`src/rtl/shared_pipe_if.sv`:
```
// Requester, shared-pipe and response signals of the shared pipe scheduler.
// slave is the scheduler side; master is the requester/pipe side.
interface shared_pipe_if #(
   parameter int unsigned NUM_REQ    = 4,
   parameter int unsigned DATA_WIDTH = 32
);
   logic [NUM_REQ-1:0]            req_valid;
   logic [NUM_REQ*DATA_WIDTH-1:0] req_a;
   logic [NUM_REQ*DATA_WIDTH-1:0] req_b;
   logic [NUM_REQ-1:0]            req_ready;
   logic                          flush;
   logic                          pipe_in_valid;
   logic [DATA_WIDTH-1:0]         pipe_a;
   logic [DATA_WIDTH-1:0]         pipe_b;
   logic                          pipe_out_valid;
   logic [DATA_WIDTH-1:0]         pipe_result;
   logic [NUM_REQ-1:0]            resp_valid;
   logic [DATA_WIDTH-1:0]         resp_data;
   logic                          busy;
   logic                          tag_error;

   modport slave (
      input  req_valid, req_a, req_b, flush, pipe_out_valid, pipe_result,
      output req_ready, pipe_in_valid, pipe_a, pipe_b, resp_valid, resp_data, busy, tag_error
   );

   modport master (
      output req_valid, req_a, req_b, flush, pipe_out_valid, pipe_result,
      input  req_ready, pipe_in_valid, pipe_a, pipe_b, resp_valid, resp_data, busy, tag_error
   );
endinterface

```
`src/rtl/shared_pipe_scheduler.sv`:
```
// Round-robin sharing of one fixed-latency pipe among NUM_REQ requesters with tag tracking.
// Optional SHARED_PIPE_STATS_EN adds per-requester saturating grant counters (grant_count).
module shared_pipe_scheduler #(
   parameter int unsigned NUM_REQ    = 4,
   parameter int unsigned DATA_WIDTH = 32,
   parameter int unsigned LATENCY    = 3
) (
   input  logic              clk,
   input  logic              rst,
   shared_pipe_if.slave      bus
`ifdef SHARED_PIPE_STATS_EN
   ,
   output logic [NUM_REQ*16-1:0] grant_count
`endif
);

   localparam int unsigned IDX_W = (NUM_REQ > 1) ? $clog2(NUM_REQ) : 1;
   localparam int unsigned CNT_W = $clog2(LATENCY + 1);

   localparam logic [1:0] ST_IDLE  = 2'd0;
   localparam logic [1:0] ST_RUN   = 2'd1;
   localparam logic [1:0] ST_FLUSH = 2'd2;

   logic [1:0]         state_q, state_d;
   logic [IDX_W-1:0]   rr_ptr_q, rr_ptr_d;
   logic [CNT_W-1:0]   drain_q, drain_d;
   logic [LATENCY-1:0] tag_v_q, tag_v_d;
   logic [IDX_W-1:0]   tag_id_q [LATENCY];
   logic [IDX_W-1:0]   tag_id_d [LATENCY];
   logic [NUM_REQ-1:0] resp_valid_q, resp_valid_d;
   logic [DATA_WIDTH-1:0] resp_data_q, resp_data_d;
   logic               tag_error_q, tag_error_d;

   logic               grant_found;
   logic [IDX_W-1:0]   grant_idx;
   logic [IDX_W-1:0]   cand;
   logic               tail_v;
   logic [IDX_W-1:0]   tail_id;
   logic               deliver;

   // Search upward from rr_ptr; flush and FLUSH state suppress all grants.
   always_comb begin
      grant_found = 1'b0;
      grant_idx   = '0;
      cand        = '0;
      if (state_q != ST_FLUSH && !bus.flush) begin
         for (int k = 0; k < NUM_REQ; k++) begin
            cand = IDX_W'((int'(rr_ptr_q) + k) % NUM_REQ);
            if (!grant_found && bus.req_valid[cand]) begin
               grant_found = 1'b1;
               grant_idx   = cand;
            end
         end
      end
   end

   always_comb begin
      bus.req_ready     = '0;
      bus.pipe_in_valid = grant_found;
      bus.pipe_a        = '0;
      bus.pipe_b        = '0;
      if (grant_found) begin
         bus.req_ready[grant_idx] = 1'b1;
         bus.pipe_a = bus.req_a[grant_idx*DATA_WIDTH +: DATA_WIDTH];
         bus.pipe_b = bus.req_b[grant_idx*DATA_WIDTH +: DATA_WIDTH];
      end
   end

   always_comb begin
      rr_ptr_d = rr_ptr_q;
      if (grant_found) begin
         rr_ptr_d = (grant_idx == IDX_W'(NUM_REQ - 1)) ? '0 : grant_idx + 1'b1;
      end
   end

   assign tail_v  = tag_v_q[LATENCY-1];
   assign tail_id = tag_id_q[LATENCY-1];

   always_comb begin
      tag_v_d     = '0;
      tag_v_d[0]  = grant_found;
      tag_id_d[0] = grant_idx;
      for (int i = 1; i < LATENCY; i++) begin
         tag_v_d[i]  = tag_v_q[i-1];
         tag_id_d[i] = tag_id_q[i-1];
      end
      if (bus.flush) begin
         tag_v_d = '0;
      end
   end

   always_comb begin
      state_d = state_q;
      drain_d = drain_q;
      case (state_q)
         ST_IDLE: begin
            if (bus.flush) begin
               state_d = ST_FLUSH;
               drain_d = CNT_W'(LATENCY);
            end else if (grant_found) begin
               state_d = ST_RUN;
            end
         end
         ST_RUN: begin
            if (bus.flush) begin
               state_d = ST_FLUSH;
               drain_d = CNT_W'(LATENCY);
            end else if (tag_v_d == '0) begin
               state_d = ST_IDLE;
            end
         end
         ST_FLUSH: begin
            if (bus.flush) begin
               drain_d = CNT_W'(LATENCY);
            end else if (drain_q <= CNT_W'(1)) begin
               drain_d = '0;
               state_d = ST_IDLE;
            end else begin
               drain_d = drain_q - 1'b1;
            end
         end
         default: begin
            state_d = ST_IDLE;
            drain_d = '0;
         end
      endcase
   end

   // Results are dropped while draining and in the cycle flush is asserted.
   assign deliver = bus.pipe_out_valid && tail_v && (state_q != ST_FLUSH) && !bus.flush;

   always_comb begin
      resp_valid_d = '0;
      resp_data_d  = resp_data_q;
      if (deliver) begin
         resp_valid_d[tail_id] = 1'b1;
         resp_data_d           = bus.pipe_result;
      end
      tag_error_d = tag_error_q |
                    ((state_q != ST_FLUSH) && (bus.pipe_out_valid != tail_v));
   end

   always_ff @(posedge clk or posedge rst) begin
      if (rst) begin
         state_q      <= ST_IDLE;
         rr_ptr_q     <= '0;
         drain_q      <= '0;
         tag_v_q      <= '0;
         resp_valid_q <= '0;
         resp_data_q  <= '0;
         tag_error_q  <= 1'b0;
         for (int i = 0; i < LATENCY; i++) begin
            tag_id_q[i] <= '0;
         end
      end else begin
         state_q      <= state_d;
         rr_ptr_q     <= rr_ptr_d;
         drain_q      <= drain_d;
         tag_v_q      <= tag_v_d;
         resp_valid_q <= resp_valid_d;
         resp_data_q  <= resp_data_d;
         tag_error_q  <= tag_error_d;
         for (int i = 0; i < LATENCY; i++) begin
            tag_id_q[i] <= tag_id_d[i];
         end
      end
   end

   assign bus.resp_valid = resp_valid_q;
   assign bus.resp_data  = resp_data_q;
   assign bus.tag_error  = tag_error_q;
   assign bus.busy       = (tag_v_q != '0) || (state_q != ST_IDLE);

`ifdef SHARED_PIPE_STATS_EN
   logic [15:0] gcnt_q [NUM_REQ];

   always_ff @(posedge clk or posedge rst) begin
      if (rst) begin
         for (int i = 0; i < NUM_REQ; i++) begin
            gcnt_q[i] <= '0;
         end
      end else if (grant_found && gcnt_q[grant_idx] != 16'hFFFF) begin
         gcnt_q[grant_idx] <= gcnt_q[grant_idx] + 16'd1;
      end
   end

   always_comb begin
      grant_count = '0;
      for (int i = 0; i < NUM_REQ; i++) begin
         grant_count[i*16 +: 16] = gcnt_q[i];
      end
   end
`endif

endmodule

```
`src/flat_wrapper.sv`:
```
// flat-port wrapper written by rule: the top's interface ports become plain ports
module shared_pipe_scheduler_flat 
#(
   parameter int unsigned NUM_REQ    = 4,
   parameter int unsigned DATA_WIDTH = 32,
   parameter int unsigned LATENCY    = 3
)
  (clk, rst, bus_req_valid, bus_req_a, bus_req_b, bus_flush, bus_pipe_out_valid, bus_pipe_result, bus_req_ready, bus_pipe_in_valid, bus_pipe_a, bus_pipe_b, bus_resp_valid, bus_resp_data, bus_busy, bus_tag_error);
  shared_pipe_if #(.NUM_REQ(NUM_REQ), .DATA_WIDTH(DATA_WIDTH)) bus_i ();
  input  logic clk;
  input  logic rst;
  input wire logic [$bits(bus_i.req_valid)-1:0] bus_req_valid;
  input wire logic [$bits(bus_i.req_a)-1:0] bus_req_a;
  input wire logic [$bits(bus_i.req_b)-1:0] bus_req_b;
  input wire logic [$bits(bus_i.flush)-1:0] bus_flush;
  input wire logic [$bits(bus_i.pipe_out_valid)-1:0] bus_pipe_out_valid;
  input wire logic [$bits(bus_i.pipe_result)-1:0] bus_pipe_result;
  output wire logic [$bits(bus_i.req_ready)-1:0] bus_req_ready;
  output wire logic [$bits(bus_i.pipe_in_valid)-1:0] bus_pipe_in_valid;
  output wire logic [$bits(bus_i.pipe_a)-1:0] bus_pipe_a;
  output wire logic [$bits(bus_i.pipe_b)-1:0] bus_pipe_b;
  output wire logic [$bits(bus_i.resp_valid)-1:0] bus_resp_valid;
  output wire logic [$bits(bus_i.resp_data)-1:0] bus_resp_data;
  output wire logic [$bits(bus_i.busy)-1:0] bus_busy;
  output wire logic [$bits(bus_i.tag_error)-1:0] bus_tag_error;
  assign bus_i.req_valid = bus_req_valid;
  assign bus_i.req_a = bus_req_a;
  assign bus_i.req_b = bus_req_b;
  assign bus_i.flush = bus_flush;
  assign bus_i.pipe_out_valid = bus_pipe_out_valid;
  assign bus_i.pipe_result = bus_pipe_result;
  assign bus_req_ready = bus_i.req_ready;
  assign bus_pipe_in_valid = bus_i.pipe_in_valid;
  assign bus_pipe_a = bus_i.pipe_a;
  assign bus_pipe_b = bus_i.pipe_b;
  assign bus_resp_valid = bus_i.resp_valid;
  assign bus_resp_data = bus_i.resp_data;
  assign bus_busy = bus_i.busy;
  assign bus_tag_error = bus_i.tag_error;
  shared_pipe_scheduler #(.NUM_REQ(NUM_REQ), .DATA_WIDTH(DATA_WIDTH), .LATENCY(LATENCY)) u_core (.clk(clk), .rst(rst), .bus(bus_i));
endmodule
```
`config.mk`:
```
export PLATFORM = sky130hd
export DESIGN_NAME = shared_pipe_scheduler_flat
export DESIGN_NICKNAME = d
export VERILOG_FILES = /design/src/rtl/shared_pipe_if.sv /design/src/rtl/shared_pipe_scheduler.sv /design/src/flat_wrapper.sv
export SDC_FILE = /design/constraint.sdc
export NUM_CORES = 1
export LEC_CHECK = 0
export BUFFER_PORTS_ARGS = -buffer_cell sky130_fd_sc_hd__buf_2
export CAP_MARGIN = 25
export CELL_PAD_IN_SITES_DETAIL_PLACEMENT = 0
export CELL_PAD_IN_SITES_GLOBAL_PLACEMENT = 2
export CORE_AREA = 3 3 156 158
export CTS_CLUSTER_DIAMETER = 50
export DETAILED_ROUTE_END_ITERATION = 12
export DIE_AREA = 0 0 159 161
export PLACE_DENSITY = 0.87
export SLEW_MARGIN = 5
export SYNTH_ARGS = -nofsm -noshare
export SYNTH_HDL_FRONTEND = slang
export SYNTH_SLANG_ARGS = --single-unit
```
`constraint.sdc`:
```
create_clock -name clk -period 2.7 [get_ports clk]
set_input_delay 0.27 -clock clk [delete_from_list [all_inputs] [get_ports clk]]
set_output_delay 0.27 -clock clk [all_outputs]
set_load 0.005 [all_outputs]
```
==> qor.yml, run 1 <==
status:
  status: "finished, final reports clean"
route:
  routed_wl_mm: 19.2
  first_pass_iters: 4
  vias_per_cell: 4.15
  ant_nets: 0
  wire_per_inst_um: 17.6
  drtIter0Drc: 164
  vias: 4534
  remaining_drc_errors: 0
pwr:
  p_total_w: 0.00439
  p_leak_nw: 3.63
  p_per_area_mw_per_mm2: 660
  ir_drop_mv: 0.333
grt:
  grt_pass1_wl_mm: 27.5
  grt.overflow.total: 0
  grt_pass1_vias: 4721
  grt_max_degree: 41
  antenna_found_initial: 5
  track_usage: 0.136
place:
  io_buffers: 402
  dpl.hpwl_mm: 15.9
  dp_cells: 1077
  placed_area_mm2: 0.00637
  gp_congestion: 0.876
worst_setup_path:
  r2r_slack_ps: 570
  crit_type: "flip-flop to output pin"
  reg2reg_depth: 8
  worst_setup_path_start_kind: "flip-flop"
  endpoint_kind: "output pin"
  crit_arrival_ps: 2320
  worstPathRequired_ps: 2430
  crit_fanout: 14
synthesis:
  synth_area_leaders: "dfrtp_1 33%, mux2i_1 33%, o22ai_1 11%"
  yosys_warnings: 0
  syn_inst: 367
  synthSimpleGateAreaFrac: 0.0515
  synth.area.mux_share: 0.425
  synth_top_cell_area_share: 0.333
  synth_top_family_by_area: "multiplexers"
  avgSynthCellArea_um2: 10.7
  synth_xor_area_frac: 0
  synthAdderAreaFrac: 0.0160
  synth_compound_gate_area_share: 0.125
  ys_seq_area_frac: 0.333
  ys_ff_latch: 52
  synth_top_cell_by_area: "dfrtp_1"
  synth_nets: 668
  synth_cell_type_count: 33
  netlist_area_mm2: 0.00391
sta:
  fin_worst_skew_ps: 5.21
  setup_violations: 0
  slew_headroom: 0.685
  fin_crit_ps: 2590
  tightest_slew_ps: 473
  fin_crit_sh: 0.961
  hold_violations: 0
  slew_viol_final: 0
  max_clock_freq_ghz: 0.386
cts:
  numClockSinks: 52
  htreeDepth: 2
  numCtsBuffers: 5
  clk_latency_ps: 290
  cts_buffer_depth: 2
  cts.clk_slew.worst_paths_ps: 70
  cts_tree: "done"
  root_buffer: "clkbuf_16"
run:
  max_cap_viol_count: 0
final_layout:
  fin_area_mm2: 0.00665
  layout-drive-gt1-share: 0.617
  mostFrequentLayoutCells: "402 x buf_2, 129 x mux2i_1, 65 x o22ai_1"
  final_nets: 1072
  final_common_cell: "buf_2"
  finalNonFillerCells: 1092
  fin_util: 0.286
  area_growth_pct: 70.1
hold_path:
  hold_path_class: "input port to flip-flop"
  hold_path_depth: 2
floorplanning:
  rows: 56
  boundaryPins: 403
  initial_utilization: 0.168
  coreArea_mm2: 0.0233
  die-area_mm2: 0.0256
  die_h_um: 161
  die_w_um: 159
==> per-layer routing <==
metal | track usage | wire, µm | vias up
met5 | 0 | 11 | -
met1 | 0.160 | 7460 | 2056
met2 | 0.256 | 10000 | 249
met3 | 0.0331 | 1500 | 17
li1 | - | - | 2210
met4 | 0.0203 | 188 | 2
==> kinds of logic after synthesis <==
kind of cell               Yosys count
adders and majority gates            5
AOI/OAI and AO/OA                   79
DFF                                 52
buffers and inverters               38
muxes                              162
and+or+nand+nor                     31
==> registers in the layout, indices dropped and copies added, names as in the netlist <==
name	flops
u_core.bus.resp_data	32
u_core.bus.resp_valid	4
u_core.tag_id_d	4
u_core.tag_v_q	3
u_core.drain_q	2
u_core.rr_ptr_q	2
u_core.state_q	2
u_core.tail_id	2
u_core.bus.tag_error	1
==> layout make-up <==
type / instances / area (µm²)
Fill cell: 2560 / 16600
Tap cell: 319 / 399
Multi-Input combinational cell: 277 / 2430
Clock buffer: 6 / 129
Inverter: 6 / 22.5
Clock inverter: 2 / 35.0
Timing Repair Buffer: 429 / 2330
Sequential cell: 52 / 1300
Antenna cell: 1 / 2.50
==> worst max-delay path, cell delays in order (launching register included) <==
cell     delay, ps
dfrtp_1        450
nor2b_4        180
nor3_4         190
nor3b_4        250
buf_12         150
buf_12         160
mux2i_1        360
o22ai_1        130
buf_2          150
==> per-stage QoR <==
stage,hold slack (ps),TNS [ps],setup slack [ps]
floorplan,331,0,470
global placement,295,0,408
detailed placement,296,0,384
CTS,205,0,39.0
global route,207,-18.6,-16.5
finish,214,0,106
==> report_power, final <==
part / switching, W / internal (W) / leakage (nW) / total, W
sequential: 0.000141 / 0.00101 / 0.684 / 0.00115
combinational: 0.00121 / 0.00133 / 2.87 / 0.00254
clock: 0.000264 / 0.000436 / 0.0808 / 0.000700
==> worst paths after layout <==
kind | from | endpoint
max | u_core.state_q[1] | bus_pipe_b[31]
min | bus_pipe_result[0] | u_core.bus.resp_data[0]
max reg2reg | u_core.state_q[1] | u_core.rr_ptr_q[1]
min reg2reg | u_core.tag_id_d[2] | u_core.tag_id_d[0]
max in group asynchronous | rst | u_core.bus.resp_data[13]
min in group asynchronous | rst | u_core.bus.resp_data[25]
==> cell usage after synthesis <==
cell type    n
nor3_1       3
a21oi_1      6
o21bai_1     1
dfrtp_1     52
buf_4        3
a31oi_1      1
buf_6        4
nor2b_1      2
buf_1        6
o21ai_0      2
nor2_1       5
nor3_4       1
and3b_1      1
ha_1         5
nor3b_2      1
mux2i_1    129
nor2_4       1
mux2_2      33
a2bb2oi_1    1
clkbuf_1    13
nor2b_4      1
nor4_1       1
inv_1        6
and3_1       1
o22ai_1     66
nor3b_1      1
nand2b_1     3
a211oi_1     1
o21a_1       1
and2_1       5
buf_2        6
nand2_1      4
nand3b_1     1
==> what timing repair did <==
action,in CTS,in global routing
setup endpoints to repair,0,31
hold buffers,1,0
setup buffers,0,3
hold endpoints to repair,20,0
gates resized for setup,0,1
Power figures use the tool's default switching activity.
==> inputs of run 2 (changes only) <==
- CORE_AREA: 3 3 156 158 -> default
- CORE_MARGIN: default -> 3
- CORE_UTILIZATION: default -> 16
- CTS_CLUSTER_DIAMETER: 50 -> 150
- DIE_AREA: 0 0 159 161 -> default
- PLACE_DENSITY: 0.87 -> 0.86
- clock period: 2.7 -> 2.3 ns (I/O delays scaled with it)
==> run 2 against run 1 <==
The flow now finishes with violations (setup timing). Cell count increased by 2.7%. Global-route usage rose by 1.2 points. Routed wire length up 7.9%. Highest routed layer is now met4. Clock power about the same. Non-clock buffer count increased by 28. Sequential cell count is the same. Largest power group unchanged. Total power is 33% higher. Combinational power increased by 50%. Critical path depth increased by 1. Clock-buffer cell count decreased by 1. Via count increased by 4.1%. Utilization up 2.2 points.
==> qor.yml, run 2 (synthesis gave the netlist of run 1 again) <==
worst_setup_path:
  worstPathRequired_ps: 2070  # -360 ps
  crit_arrival_ps: 2210  # -110 ps
  endpoint_kind: "output pin"
  crit_fanout: 11  # -3
  worst_setup_path_start_kind: "flip-flop"
  crit_type: "flip-flop to output pin"
final_layout:
  final_nets: 1100  # +2.6%
  final_common_cell: "buf_2"
  largest_reg_flops: 32  # unchanged
  mostFrequentLayoutCells: "400 x buf_2, 112 x mux2i_1, 61 x o22ai_1"
  layout-drive-gt1-share: 0.666  # +0.0493
  area_growth_pct: 87.3
  finalNonFillerCells: 1121  # +2.7%
route:
  vias: 4719  # +4.1%
  drtIter0Drc: 127  # -23%
  wire_per_inst_um: 18.5  # +5.1%
  first_pass_iters: 4  # unchanged
  ant_nets: 0  # unchanged
  remaining_drc_errors: 0  # unchanged
  routed_wl_mm: 20.7  # +7.9%
  vias_per_cell: 4.21  # +1.4%
grt:
  grt.overflow.total: 0  # unchanged
  grt_max_degree: 40  # -2.4%
  antenna_found_initial: 2  # -3
  met2_usage: 0.273  # +0.0174
  use_met1: 0.179  # +0.0183
  grt_pass1_vias: 4928  # +4.4%
  grt_util_met3: 0.0227  # -0.0104
  grt_pass1_wl_mm: 29.8  # +8.3%
  track_usage: 0.149  # +0.0124
  top_usage_layer: "met2"
sta:
  rsz0062_at_grt: "true"
  holdWs_ps: 177  # -37.2 ps
  tightest_slew_ps: 448  # -24.0 ps
  fin_ws_ps: -144  # -250 ps
  max_clock_freq_ghz: 0.409
  slew_headroom: 0.701  # +0.0156
  slew_viol_final: 0  # unchanged
  setup_violations: 68  # +68
  fin_crit_ps: 2440
  fin_worst_skew_ps: 4.65  # -0.556 ps
  fin_crit_sh: 1.06
  hold_violations: 0  # unchanged
cts:
  htreeDepth: 2  # unchanged
  cts_buffer_depth: 2  # unchanged
  cts.clk_slew.worst_paths_ps: 70  # about the same
  numClockSinks: 52  # unchanged
  cts_tree: "done"
  clk_latency_ps: 290  # about the same
  numCtsBuffers: 5  # unchanged
  root_buffer: "clkbuf_16"
floorplanning:
  rows: 56  # unchanged
  boundaryPins: 403  # unchanged
  coreArea_mm2: 0.0238  # +2.1%
  initial_utilization: 0.165  # -0.00347
  die_w_um: 162  # +2.1%
  die_h_um: 162  # +0.82%
  die-area_mm2: 0.0263  # +2.9%
pwr:
  p_per_area_mw_per_mm2: 798  # +21%
  p_total_w: 0.00585  # +33%
  p_leak_nw: 3.87  # +6.5%
  ir_drop_mv: 0.493  # +48%
place:
  pre_cts_slack_ps: -98.7  # -483 ps
  dp_cells: 1090  # +1.2%
  io_buffers: 402  # unchanged
  gp_congestion: 0.919  # +4.9%
  dpl.hpwl_mm: 16.7  # +4.7%
status:
  status: "finished with violations"
  violations: "setup timing"
run:
  max_cap_viol_count: 0  # unchanged
hold_path:
  hold_path_class: "input port to flip-flop"
run 2: changes by cell type in the layout (fill, tap and decap cells not counted), sizes merged:
cell,before,now
diode,1,3
clkinvlp,0,1
clkbuf,8,5
buf,426,456
bufinv,1,0
run 2: power by group:
group / internal, W / switching [W] / total (W)
sequential: 0.00118 / 0.000148 / 0.00133
combinational: 0.00213 / 0.00169 / 0.00382
clock: 0.000395 / 0.000303 / 0.000698
run 2: per-layer routing:
metal / share of wire / vias to the layer above
met5: 0 / -
met4: 0.021 / 0
met3: 0.065 / 20
met2: 0.51 / 247
met1: 0.40 / 2178
li1: - / 2274
run 2: cell type report:
type,instances,area (µm²)
fillers,2485,16400
inverters,6,22.5
repair buffers,457,2820
diodes,3,7.51
multi-input cells,277,2630
well taps,319,399
clock buffers,5,125
flip-flops and latches,52,1300
clock inverters,2,12.5
run 2: repair_timing:
item / in CTS / in global routing
cloned: 6 / 0
setup buffers: 14 / 1
hold buffers: 1 / 0
gates resized for setup: 57 / 15
hold endpoints to repair: 19 / 0
pin swaps: 10 / 6
setup endpoints to repair: 68 / 68
run 2: worst paths after layout:
kind,start,to,slack [ps],cells past startpoint
hold reg to reg,u_core.tag_id_d[2],u_core.tag_id_d[0],350,0
hold / removal,bus_pipe_result[5],u_core.bus.resp_data[5],180,2
setup / recovery,u_core.rr_ptr_q[1],bus_pipe_b[11],-140,9
min in group asynchronous,rst,u_core.bus.resp_data[12],500,3
setup reg to reg,u_core.rr_ptr_q[1],u_core.rr_ptr_q[1],250,8
max in group asynchronous,rst,u_core.bus.resp_data[23],1150,4
run 2: worst max-delay path, stage by stage, from the launching register on:
cell and delay [ps]:
dfrtp_1 390, mux2i_1 240, o22ai_2 130, buf_4 160, nor2_4 150, buf_12 180, buf_4 150, mux2i_1 80
o22ai_1 250, buf_2 180
run 2: stage by stage:
step            util  setup TNS [ps]  cell area, µm²
6_report       0.308           -4970            7320
4_1_cts        0.305           -6900            7240
2_1_floorplan      -               0            3910
3_5_place_dp   0.275            -128            6540
5_1_grt        0.308          -16260            7320
3_3_place_gp   0.275            -187            6540
